[src/rtl/arctic_pkg.sv]
// Shared types and encodings for the Arctic Circle node array and its readout stages.
// Latency: n/a (declarations only).
// Backpressure: n/a (declarations only).
package arctic_pkg;

    // Width of one node output (direction nibble).
    localparam int CELL_W = 4;

    // Single-direction encodings carried by a node output.
    localparam logic [CELL_W-1:0] DIR_EMPTY = 4'b0000;
    localparam logic [CELL_W-1:0] DIR_D     = 4'b0010;
    localparam logic [CELL_W-1:0] DIR_C     = 4'b0001;
    localparam logic [CELL_W-1:0] DIR_A     = 4'b0100;
    localparam logic [CELL_W-1:0] DIR_B     = 4'b1000;

    // Domino pair encodings (two directions sharing one cell).
    localparam logic [CELL_W-1:0] PAIR_H    = 4'b1010;
    localparam logic [CELL_W-1:0] PAIR_V    = 4'b0101;

    // Scan-out frame sequencer states; CHK is only reachable with the checksum beat enabled.
    typedef enum logic [1:0] {
        IDLE = 2'd0,
        SEND = 2'd1,
        CHK  = 2'd2
    } scan_state_t;

endpackage

[src/rtl/arctic_cell_mux.sv]
// Selects one cell out of a flattened CELLS x (N+1) array by index.
// Latency: 0 cycles (purely combinational).
// Backpressure: none; an out-of-range index yields all zeros.
module arctic_cell_mux #(
    parameter int N     = 3,
    parameter int CELLS = 16,
    parameter int IDX_W = (CELLS > 1) ? $clog2(CELLS) : 1
) (
    input  logic [CELLS*(N+1)-1:0] cells_i,
    input  logic [IDX_W-1:0]       sel_i,
    output logic [N:0]             cell_o
);

    // One-hot compare per cell keeps the select a flat AND-OR tree.
    always_comb begin
        cell_o = '0;
        for (int k = 0; k < CELLS; k++) begin
            if (sel_i == IDX_W'(k)) begin
                cell_o = cells_i[k*(N+1) +: (N+1)];
            end
        end
    end

endmodule

[src/rtl/arctic_scan_out.sv]
// Snapshots all node outputs on step and streams them one cell per beat with first/last framing.
// Latency: first beat valid 1 cycle after an accepted step; one beat per cycle while out_ready is high.
// Backpressure: beats hold stable while out_ready is low; steps arriving mid-frame are dropped and
// counted in a saturating overrun counter. ARCTIC_SCAN_CHECKSUM_EN appends an XOR checksum beat.
module arctic_scan_out
    import arctic_pkg::*;
#(
    parameter int N     = CELL_W - 1,
    parameter int CELLS = 16,
    parameter int IDX_W = (CELLS > 1) ? $clog2(CELLS) : 1,
    parameter int OVR_W = 8
) (
    input  logic                   clk,
    input  logic                   rst_n,
    input  logic                   step,
    input  logic [CELLS*(N+1)-1:0] cells_in,
    output logic                   out_valid,
    input  logic                   out_ready,
    output logic [N:0]             out_data,
    output logic                   out_first,
    output logic                   out_last,
    output logic                   busy,
    output logic [OVR_W-1:0]       overrun
);

`ifdef ARCTIC_SCAN_CHECKSUM_EN
    localparam bit CHK_EN = 1'b1;
`else
    localparam bit CHK_EN = 1'b0;
`endif

    // Index of the final cell of a frame.
    localparam logic [IDX_W-1:0] LAST_IDX = IDX_W'(CELLS - 1);
    // With a single cell and no checksum beat, cell 0 is also the closing beat.
    localparam bit FIRST_IS_LAST = (CELLS == 1) && !CHK_EN;

    scan_state_t            state_q, state_d;
    logic [IDX_W-1:0]       idx_q, idx_d;
    logic [CELLS*(N+1)-1:0] snap_q, snap_d;
    logic                   valid_q, valid_d;
    logic [N:0]             data_q, data_d;
    logic                   first_q, first_d;
    logic                   last_q, last_d;
    logic [OVR_W-1:0]       ovr_q, ovr_d;

    logic                   xfer;
    logic                   final_xfer;
    logic                   start;
    logic                   drop;
    logic [IDX_W-1:0]       idx_inc;
    logic [N:0]             next_cell;

    assign xfer       = valid_q && out_ready;
    // The beat flagged last is the one that closes the frame, whichever state sends it.
    assign final_xfer = xfer && last_q;
    // A step is taken when idle, or when it coincides with the closing transfer (no bubble).
    assign start      = step && ((state_q == IDLE) || final_xfer);
    assign drop       = step && (state_q != IDLE) && !final_xfer;
    assign idx_inc    = idx_q + 1'b1;

    // Next cell is read from the snapshot, never from the live array.
    arctic_cell_mux #(
        .N     (N),
        .CELLS (CELLS),
        .IDX_W (IDX_W)
    ) u_cell_mux (
        .cells_i (snap_q),
        .sel_i   (idx_inc),
        .cell_o  (next_cell)
    );

`ifdef ARCTIC_SCAN_CHECKSUM_EN
    logic [N:0] chk_sum;

    // XOR of every snapshot cell, sent as the trailing beat.
    always_comb begin
        chk_sum = '0;
        for (int k = 0; k < CELLS; k++) begin
            chk_sum = chk_sum ^ snap_q[k*(N+1) +: (N+1)];
        end
    end
`endif

    // Frame sequencing: advance on transfers, start or restart on accepted steps, count drops.
    always_comb begin
        state_d = state_q;
        idx_d   = idx_q;
        snap_d  = snap_q;
        valid_d = valid_q;
        data_d  = data_q;
        first_d = first_q;
        last_d  = last_q;
        ovr_d   = ovr_q;

        case (state_q)
            IDLE: begin
            end
            SEND: begin
                if (xfer) begin
                    if (idx_q != LAST_IDX) begin
                        idx_d   = idx_inc;
                        data_d  = next_cell;
                        first_d = 1'b0;
                        last_d  = !CHK_EN && (idx_inc == LAST_IDX);
                    end else begin
`ifdef ARCTIC_SCAN_CHECKSUM_EN
                        state_d = CHK;
                        data_d  = chk_sum;
                        first_d = 1'b0;
                        last_d  = 1'b1;
`else
                        state_d = IDLE;
                        valid_d = 1'b0;
                        data_d  = '0;
                        first_d = 1'b0;
                        last_d  = 1'b0;
`endif
                    end
                end
            end
`ifdef ARCTIC_SCAN_CHECKSUM_EN
            CHK: begin
                if (xfer) begin
                    state_d = IDLE;
                    valid_d = 1'b0;
                    data_d  = '0;
                    first_d = 1'b0;
                    last_d  = 1'b0;
                end
            end
`endif
            default: begin
                state_d = IDLE;
                valid_d = 1'b0;
                data_d  = '0;
                first_d = 1'b0;
                last_d  = 1'b0;
            end
        endcase

        // An accepted step overrides the end-of-frame return to IDLE.
        if (start) begin
            state_d = SEND;
            snap_d  = cells_in;
            idx_d   = '0;
            valid_d = 1'b1;
            data_d  = cells_in[N:0];
            first_d = 1'b1;
            last_d  = FIRST_IS_LAST;
        end

        if (drop && (ovr_q != {OVR_W{1'b1}})) begin
            ovr_d = ovr_q + 1'b1;
        end
    end

    // State and output registers; reset discards any partial frame.
    always_ff @(posedge clk or negedge rst_n) begin
        if (!rst_n) begin
            state_q <= IDLE;
            idx_q   <= '0;
            snap_q  <= '0;
            valid_q <= 1'b0;
            data_q  <= '0;
            first_q <= 1'b0;
            last_q  <= 1'b0;
            ovr_q   <= '0;
        end else begin
            state_q <= state_d;
            idx_q   <= idx_d;
            snap_q  <= snap_d;
            valid_q <= valid_d;
            data_q  <= data_d;
            first_q <= first_d;
            last_q  <= last_d;
            ovr_q   <= ovr_d;
        end
    end

    assign out_valid = valid_q;
    assign out_data  = data_q;
    assign out_first = first_q;
    assign out_last  = last_q;
    assign busy      = (state_q != IDLE);
    assign overrun   = ovr_q;

endmodule

[config.mk]
export PLATFORM = sky130hd
export DESIGN_NAME = arctic_scan_out
export DESIGN_NICKNAME = d
export VERILOG_FILES = /design/src/rtl/arctic_pkg.sv /design/src/rtl/arctic_cell_mux.sv /design/src/rtl/arctic_scan_out.sv
export SDC_FILE = /design/constraint.sdc
export NUM_CORES = 1
export LEC_CHECK = 0
export CAP_MARGIN = 20
export CORE_MARGIN = 2
export CORE_UTILIZATION = 56
export DETAILED_ROUTE_END_ITERATION = 10
export PLACE_DENSITY_LB_ADDON = 0.3
export SETUP_SLACK_MARGIN = 0.05
export SYNTH_ARGS = -nofsm -noshare
export SYNTH_HDL_FRONTEND = slang
export SYNTH_SLANG_ARGS = --single-unit
[constraint.sdc]
create_clock -name clk -period 6.35 [get_ports clk]
set_clock_uncertainty 0.1 [all_clocks]
set_input_delay 0.9525 -clock clk [delete_from_list [all_inputs] [get_ports clk]]
set_output_delay 0.9525 -clock clk [all_outputs]
set_load 0.03 [all_outputs]
* Yosys cells after proc, flatten, opt, wreduce, memory -nomap -nowiden *
Cells that the tools add are included.

cells by class
  add/sub/neg operators = 2
  eq/ne operators = 21
  mux-type cells = 39
  reductions and logical operators = 17

operator list
  kind                 count
  $mux 4               23
  $eq 4x4->1 const B   8
  $eq 4x3->1 const B   4
  $add 8x1->8 const B  1
  $eq 4x2->1 const B   2
  $mux 1               8
  $ne 8x8->1 const B   1
  $pmux 4 s2           1
  $reduce_bool 2->1    4
  $logic_and 1x1->1    6
  $mux 2               3
  $ne 3x3->1 const B   2
  $pmux 1 s2           3
  $reduce_and 3->1     2
  $add 4x1->4 const B  1
  $eq 4x1->1 const B   1
  $logic_not 4->1      1
  $ne 4x4->1 const B   1
  $pmux 2 s2           1
  $eq 2x1->1 const B   1
  $logic_not 2->1      1
  $ne 2x2->1 const B   1
  $reduce_and 2->1     1
  $logic_not 1->1      1
  $logic_or 1x1->1     1

storage, ports and cells
  bits in registers = 85

* Depth between registers and ports, before layout *
Gate-level depths: netlist of the first run.

  word-level depth = 22
  gate-level depth with buffers = 11

* Cells and area by module *
A second synthesis of the first run with hierarchy kept.

second synthesis, totals
  cell total of the unflattened synthesis = 457
  area, all modules = 4102.7 um^2

modules (own cells, without submodules)
  module           times used  cells an instance  area each (um^2)  seq. area each (um^2)
  arctic_scan_out  1           366                3370.7            2077.0
  arctic_cell_mux  1           91                 732.0             0.0

* Worst setup path before layout of the first run *
Ideal clock, no wire load.

  path kind = register to register
  from = register idx_q[0]
  to = register data_q[1] (netlist: out_data[1])
  setup time = 0.134 ns
  data arrival time = 2.014 ns
  required time = 6.116 ns
  setup slack = 4.102 ns
  cell stages (with the launch flop) = 11
  period minus slack after synthesis = 2.248 ns
  cells stage by stage = dfrtp_1 > buf_4 > inv_1 > ha_1 > buf_2 > or3_1 > a21oi_1 > nor2_1 > o22a_1 > o311ai_1 > a31oi_1

on the way
  longest elaborated chain between the ends = 22
  elaborated cells on any way between the ends = 38

RTL lines
  element                   RTL line                source
  start: declaration        arctic_scan_out.sv:38   logic [IDX_W-1:0] idx_q, idx_d;
  start signal: assignment  arctic_scan_out.sv:170  idx_q <= idx_d;
  $add 4x1->4               arctic_scan_out.sv:59   assign idx_inc = idx_q + 1'b1;
  $logic_not 4->1           arctic_cell_mux.sv:18   if (sel_i == IDX_W'(k)) begin
  $mux 4 (16 in a row)      arctic_cell_mux.sv:18
  $mux 4 (*)                arctic_scan_out.sv:100  if (idx_q != LAST_IDX) begin
  $mux 4 (*)                arctic_scan_out.sv:99   if (xfer) begin
  $pmux 4 s2 (*)            arctic_scan_out.sv:95   case (state_q)
  $mux 4 (*)                arctic_scan_out.sv:142  if (start) begin
  end signal: assignment    arctic_scan_out.sv:173  data_q <= data_d;
  end: declaration          arctic_scan_out.sv:41   logic [N:0] data_q, data_d;

Mark *: on every way between the ends. The rest lies on a longest branch, timed or not. The select of a mux whose other input is x is not followed.
A chain may end at the register's enable or synchronous reset.

* Worst setup path after layout of the first run *
  from = register idx_q[1]
  to = register data_q[1] (netlist: out_data[1])

Same word-level chain as after synthesis.

==> metrics.md, run 1 <==
| Metric | Value |
|---|---|
| Outcome | completed |
| Gr usage total | 27.40% |
| First-pass GRT wire length | between 15000 and 20000 µm |
| Area Overhead vs Synth | 25.36% |
| Drt first pass iters | 6 |
| Ys Warns | 0 |
| Worst hold margin | around 0.31 ns |
| CP Data Arrival Time | between 3 and 4 ns |
| Setup TNS | 0 ns |
| Pleak | between 0.002 and 0.003 µW |
| RSZ-0062 raised after global routing | false |
| Clock slew at reported path FFs | about 0.09 ns |
| Period utilisation layout | around 50% |
| Ys flop type | dfrtp_1 |
| Final Setup Violations | 0 |
| Fin util | 71.76% |
| Type of origin of the critical path | register |
| Peak VDD IR | 0.2509 mV |
| DRT iter0 DRCs | between 400 and 500 |
| Largest net degree at the start of global routing | 84 |
| Post-DP HPWL | about 7900 µm |
| Final max-slew violation count | 0 |
| Netlist Area Pre-Place | between 4000 and 5000 µm² |
| CTS buffer count | 9 |
| Fin. Hold Viols | 0 |
| Crit path launch | idx_q[1] |
| Final worst path period need | between 3 and 4 ns |
| Yosys cell types | 62 |
| R2R Setup Slk | about 3.3 ns |
| Antenna cells | 0 |
| Avg WL per Cell | about 16 µm |
| Post-synth EDFFs | 0 |
| Top cells by area, synth | dfrtp_1 47%, nand2_1 18%, o21ai_0 3.0%, a21oi_1 2.3%, clkbuf_1 1.7% |
| Crit path to | out_data[1] |
| Worst Setup End Kind | register |
| Syn_nets | 602 |
| Worst Tran Pin Value | between 0.7 and 0.8 ns |
| Top-area cell type share of the netlist area | about 47% |
| Die Ht | 92.65 µm |
| # nets final | ~670 |
| Syn avg cell area | 8.334 µm² |
| Placeable core area | ~7700 µm² |
| Layout cell share with drive strength beyond 1 | 5.360% |
| Crit Path Category | register to register |
| Worst-Skew Late Latency | around 0.36 ns |
| Fmax | between 300 and 400 MHz |
| Ys async rst share | 100.0% |
| CTS Sinks | 83 |
| Worst R2R Path Depth | 8 |
| Vias in the first global route | 3958 |
| Final GP Congestion | around 0.88 |
| Commonest non-fill, non-tap cell in the layout | nand2_1 |
| Vias per cell | roughly 5.9 |
| Maxcap violations | 0 |
| DRC | 0 |
| Clock Tree Buf Depth | 2 |
| Seq/Total Area, Yosys | a little under half |
| Final WL | between 10000 and 15000 µm |
| RR Startpoint | idx_q[1] |
| Global route overflow | 0 |
| Starting Density | ~57% |
| TritonCTS clock tree | built |
| Initial antenna violation count | 0 |
| Clock root buffer | clkbuf_8 |
| Worst EP required | ~6.5 ns |
| I/O pins | 84 |
| CP max FO | 20 |
| Die X | about 90 µm |
| Mapped Cells | approximately 530 |
| Power density cells | 472.7 nW/µm² |
| H-tree levels | 3 |
| Die area | approximately 8600 µm² |
| Worst min-delay path category | input port to async pin |
| Hold_buf cts | 0 |
| Post-CTS sizing | 0 |
| Post-DRT Antenna Nets | 0 |
| Std cell rows | 32 |
| Most frequent cells in the layout | 210 x nand2_1, 83 x dfrtp_1, 82 x clkdlybuf4s50_1 |
| Port buffer count | 83 |
| Cell taking the most area after synthesis | dfrtp_1 |
| Max_slew headroom | approximately 47% |
| RR Endpoint | out_data[1] |
| DR vias | a little over 4000 |
| Flops & latches, synth | 83 |
| Setup bufs post-CTS | 0 |
-- synthesized netlist by cell type (all sizes together), types with 4 or more instances --
master / n
inv: 13
a21oi: 20
a221oi: 4
a211oi: 4
buf: 14
a22oi: 7
o211ai: 7
nand4: 4
clkbuf: 20
o22ai: 7
dfrtp: 83
nand3: 9
nand2b: 5
ha: 6
nor2: 16
o21a: 4
xor2: 4
nand2: 210
o21ai: 27
-- final cells by class --
cell class	count	area, µm²
Timing Repair Buffer	87	890.9
Clock inverter	6	111.4
Sequential cell	83	2077
Tap cell	102	127.6
Inverter	14	52.55
Fill cell	620	2171
Clock buffer	10	137.6
Multi-Input combinational cell	397	2120
-- how the worst min path moves through the flow --
stage          slack [ns]  cells after the start          to
6_report             0.31                      1  overrun[5]
3_5_place_dp         0.36                      2  snap_q[12]
5_1_grt              0.30                      1  overrun[5]
2_1_floorplan        0.34                      2  snap_q[12]
4_1_cts              0.38                      2  snap_q[12]
3_3_place_gp         0.36                      2   snap_q[2]
-- worst max-delay path, stage by stage (launching register included) --
cell      delay [ns]
dfrtp_1         0.54
inv_1           0.15
ha_1            0.65
inv_1           0.46
o22ai_1         0.28
o21ai_0         0.14
o22a_1          0.25
o311ai_1        0.28
a31oi_1         0.11
-- logic make-up (layout without fill, tap and decap cells) --
group	count (synthesis)	count (layout)	share of synthesized area (%)
flops	83	83	47.20
compound gates	119	119	20.02
simple gates	265	265	24.82
buf+inv	48	117	4.862
fa+ha+maj	6	6	1.706
xor+xnor	7	7	1.393
-- metrics by stage --
step | worst slack, ns | std cells | area (µm²) | total power [µW]
detailed placement | 2.424 | 681 | 5220 | 2102
global placement | 2.557 | 681 | 5220 | 2064
floorplan | 4.102 | 528 | 4400 | 1754
finish | 3.259 | 699 | 5517 | 2608
CTS | 2.805 | 697 | 5469 | 2580
global route | 3.041 | 699 | 5517 | 2774
-- flip-flops by register name, indices dropped and copies added (netlist names) --
register,flops
idx_q,4
out_data,4
out_first,1
out_last,1
out_valid,1
overrun,8
snap_q,64
-- per-layer routing --
layer | part of all wire, % | wire, µm | global-route usage, % | up-vias
met1 | 42 | 4779 | 37.34 | 2006
met4 | 3.2 | 363 | 13.11 | 0
met3 | 7.2 | 831 | 4.068 | 35
li1 | - | - | - | 1926
met5 | 0 | 0 | 0 | -
met2 | 48 | 5508 | 43.31 | 188
-- report_power, final --
group          total (µW)  leakage, µW  switching [µW]  internal, µW
registers             962      0.00104             201           761
logic                1180      0.00137             699           478
clock network         469     0.000123             196           273
Note: power is estimated with default switching activity, not from simulation.
==> inputs of run 2 (changes only) <==
CORE_UTILIZATION = 52   (was 56)
clock period = 3 ns   (was 6.35 ns; I/O delays follow)
==> run 2 against run 1 <==
Effect of this change:
- cell area increased by 1.3%
- via count decreased by 0.99%
- critical endpoint unchanged
- worst hold slack gained 0.072 ns
- critical path depth unchanged
- register-to-register slack got worse by 2.9 ns
- global-route usage increased by 0.62 points
==> metrics.md, run 2 (synthesized netlist as in run 1, its figures left out) <==
| Metric | Value |
|---|---|
| DR vias | 4114 (-0.99%) |
| Most frequent cells in the layout | 210 x nand2_1, 82 x dfrtp_1, 82 x clkdlybuf4s50_1 |
| Die X | 95.99 µm (+3.6%) |
| Final GP Congestion | 0.9084 (+3.0%) |
| Std cell rows | 33 (+3.1%) |
| DRT iter0 DRCs | 371 (-16%) |
| Placeable core area | 8217 µm² (+6.9%) |
| Global route overflow | 0 (unchanged) |
| CTS Sinks | 83 (unchanged) |
| Crit Path Category | register to register |
| Power density cells | 991.2 nW/µm² (+110%) |
| Worst EP required | 3.14 ns (-3.34 ns) |
| CP max FO | 14 (-30%) |
| I/O pins | 84 (unchanged) |
| Crit path max-delay family | compound AO/OA/AOI/OAI gates |
| DRC | 0 (unchanged) |
| Final Setup Violations | 0 (unchanged) |
| Final max-slew violation count | 0 (unchanged) |
| Post-DRT Antenna Nets | 0 (unchanged) |
| TritonCTS clock tree | built |
| Worst Tran Pin Value | 0.5443 ns (-0.2510 ns) |
| Fin. Hold Viols | 0 (unchanged) |
| Pleak | 0.002574 µW (+1.7%) |
| Clock slew at reported path FFs | 0.09 ns (about the same) |
| Worst min-delay path category | register to register |
| Type of origin of the critical path | register |
| Setup bufs post-CTS | 0 (unchanged) |
| Clock Tree Buf Depth | 2 (unchanged) |
| Die area | 9214 µm² (+7.4%) |
| Max_slew headroom | 63.72% (+17 points) |
| Final WL | 12250 µm (+6.7%) |
| Starting Density | 53.56% (-3.7 points) |
| Outcome | completed |
| Layout cell share with drive strength beyond 1 | 7.213% (+1.9 points) |
| Largest net degree at the start of global routing | 84 (unchanged) |
| Buf/Inv on CP | 1 (-1) |
| Peak VDD IR | 0.5733 mV (+130%) |
| Die Ht | 95.99 µm (+3.6%) |
| Drt first pass iters | 5 (-1) |
| Initial antenna violation count | 0 (unchanged) |
| Post-DP HPWL | 8902 µm (+12%) |
| Worst Setup End Kind | register |
| Port buffer count | 83 (unchanged) |
| Worst-Skew Late Latency | 0.37 ns (about the same) |
| Commonest non-fill, non-tap cell in the layout | nand2_1 |
| Period utilisation layout | 89.46% (+41 points) |
| CP Data Arrival Time | 2.83 ns (-0.39 ns) |
| Setup TNS | 0 ns (unchanged) |
| Worst path max stage delay | 0.52 ns (-0.13 ns) |
| Antenna cells | 0 (unchanged) |
| Max reg flops | 64 (unchanged) |
| Vias in the first global route | 3879 (-2.0%) |
| Fmax | 372.6 MHz (+15%) |
| Top reg by flops | snap_q |
| Pwr Total | 5541 µW (+110%) |
| Clock root buffer | clkbuf_8 |
| Gr usage total | 28.01% (+0.62 points) |
| Vias per cell | 5.754 (-3.2%) |
| Worst path slowest cell | dfrtp_2 |
| CTS buffer count | 9 (unchanged) |
| First-pass GRT wire length | 19570 µm (+5.8%) |
| Avg WL per Cell | 17.13 µm (+4.3%) |
| H-tree levels | 3 (unchanged) |
| Final worst path period need | 2.684 ns (-0.4077 ns) |
| Critical-path cell list | inv_1, ha_1, nor2b_1, a221oi_1, a211oi_1, a2111oi_4, o311ai_1, a31oi_1 |
| Area Overhead vs Synth | 27.04% |
| # nets final | 679 (+2.0%) |
| Maxcap violations | 0 (unchanged) |
| RSZ-0062 raised after global routing | false |
-- run 2: power by group --
group	internal [µW]	leakage (µW)	switching, µW
Combinational	1080	0.00143	1520
Clock	471	0.000106	434
Sequential	1610	0.00104	425
-- run 2: cell type report --
type | count | area [µm²]
Tap cell | 105 | 131.4
Multi-Input combinational cell | 397 | 2120
Timing Repair Buffer | 100 | 991.0
Inverter | 14 | 52.55
Sequential cell | 83 | 2078
Clock inverter | 6 | 90.09
Fill cell | 690 | 2626
Clock buffer | 10 | 127.6
-- run 2: final timing paths --
kind | end | from | cells after the start | slack, ns
worst max-delay path | out_data[1] | idx_q[1] | 8 | 0.32
max in group asynchronous | snap_q[28] | rst_n | 3 | 1.74
min in group asynchronous | snap_q[7] | rst_n | 2 | 0.46
worst max register to register | out_data[1] | idx_q[1] | 8 | 0.32
worst min-delay path | snap_q[60] | snap_q[60] | 2 | 0.38
worst min register to register | snap_q[60] | snap_q[60] | 2 | 0.38
-- run 2: per-layer routing --
metal,track usage (%),wire [µm],share of wire (%),up-vias
li1,-,-,-,1955
met1,38.50,5380,44,1978
met2,44.91,5901,48,156
met3,4.620,715,5.8,25
met4,9.881,249,2.0,0
met5,0,0,0,-
-- run 2: worst min-delay path: cells and delay by family (launching register included) --
| kind | cells | cell delay [ns] |
|---|---|---|
| DFF | 1 | 0.35 |
| and+or+nand+nor | 2 | 0.10 |
-- run 2: metrics by stage --
| stage | cells | instance area [µm²] | setup WS, ns | hold slack (ns) | util, % |
|---|---|---|---|---|---|
| after global placement | 697 | 5334 | 0.4179 | 0.3638 | 64.92 |
| after CTS | 713 | 5552 | 0.2387 | 0.2162 | 67.57 |
| final | 715 | 5590 | 0.3163 | 0.3792 | 68.04 |
| after detailed placement | 697 | 5334 | 0.2646 | 0.3639 | 64.92 |
| after floorplan | 528 | 4400 | 0.7521 | 0.05441 | - |
| after global routing | 715 | 5590 | 0.09992 | 0.4047 | 68.04 |
-- run 2: what timing repair did --
action | CTS | global route
endpoints found under the hold margin | 0 | 29
setup endpoints to repair | 0 | 1
gates resized for setup | 0 | 1
hold buffers | 0 | 1
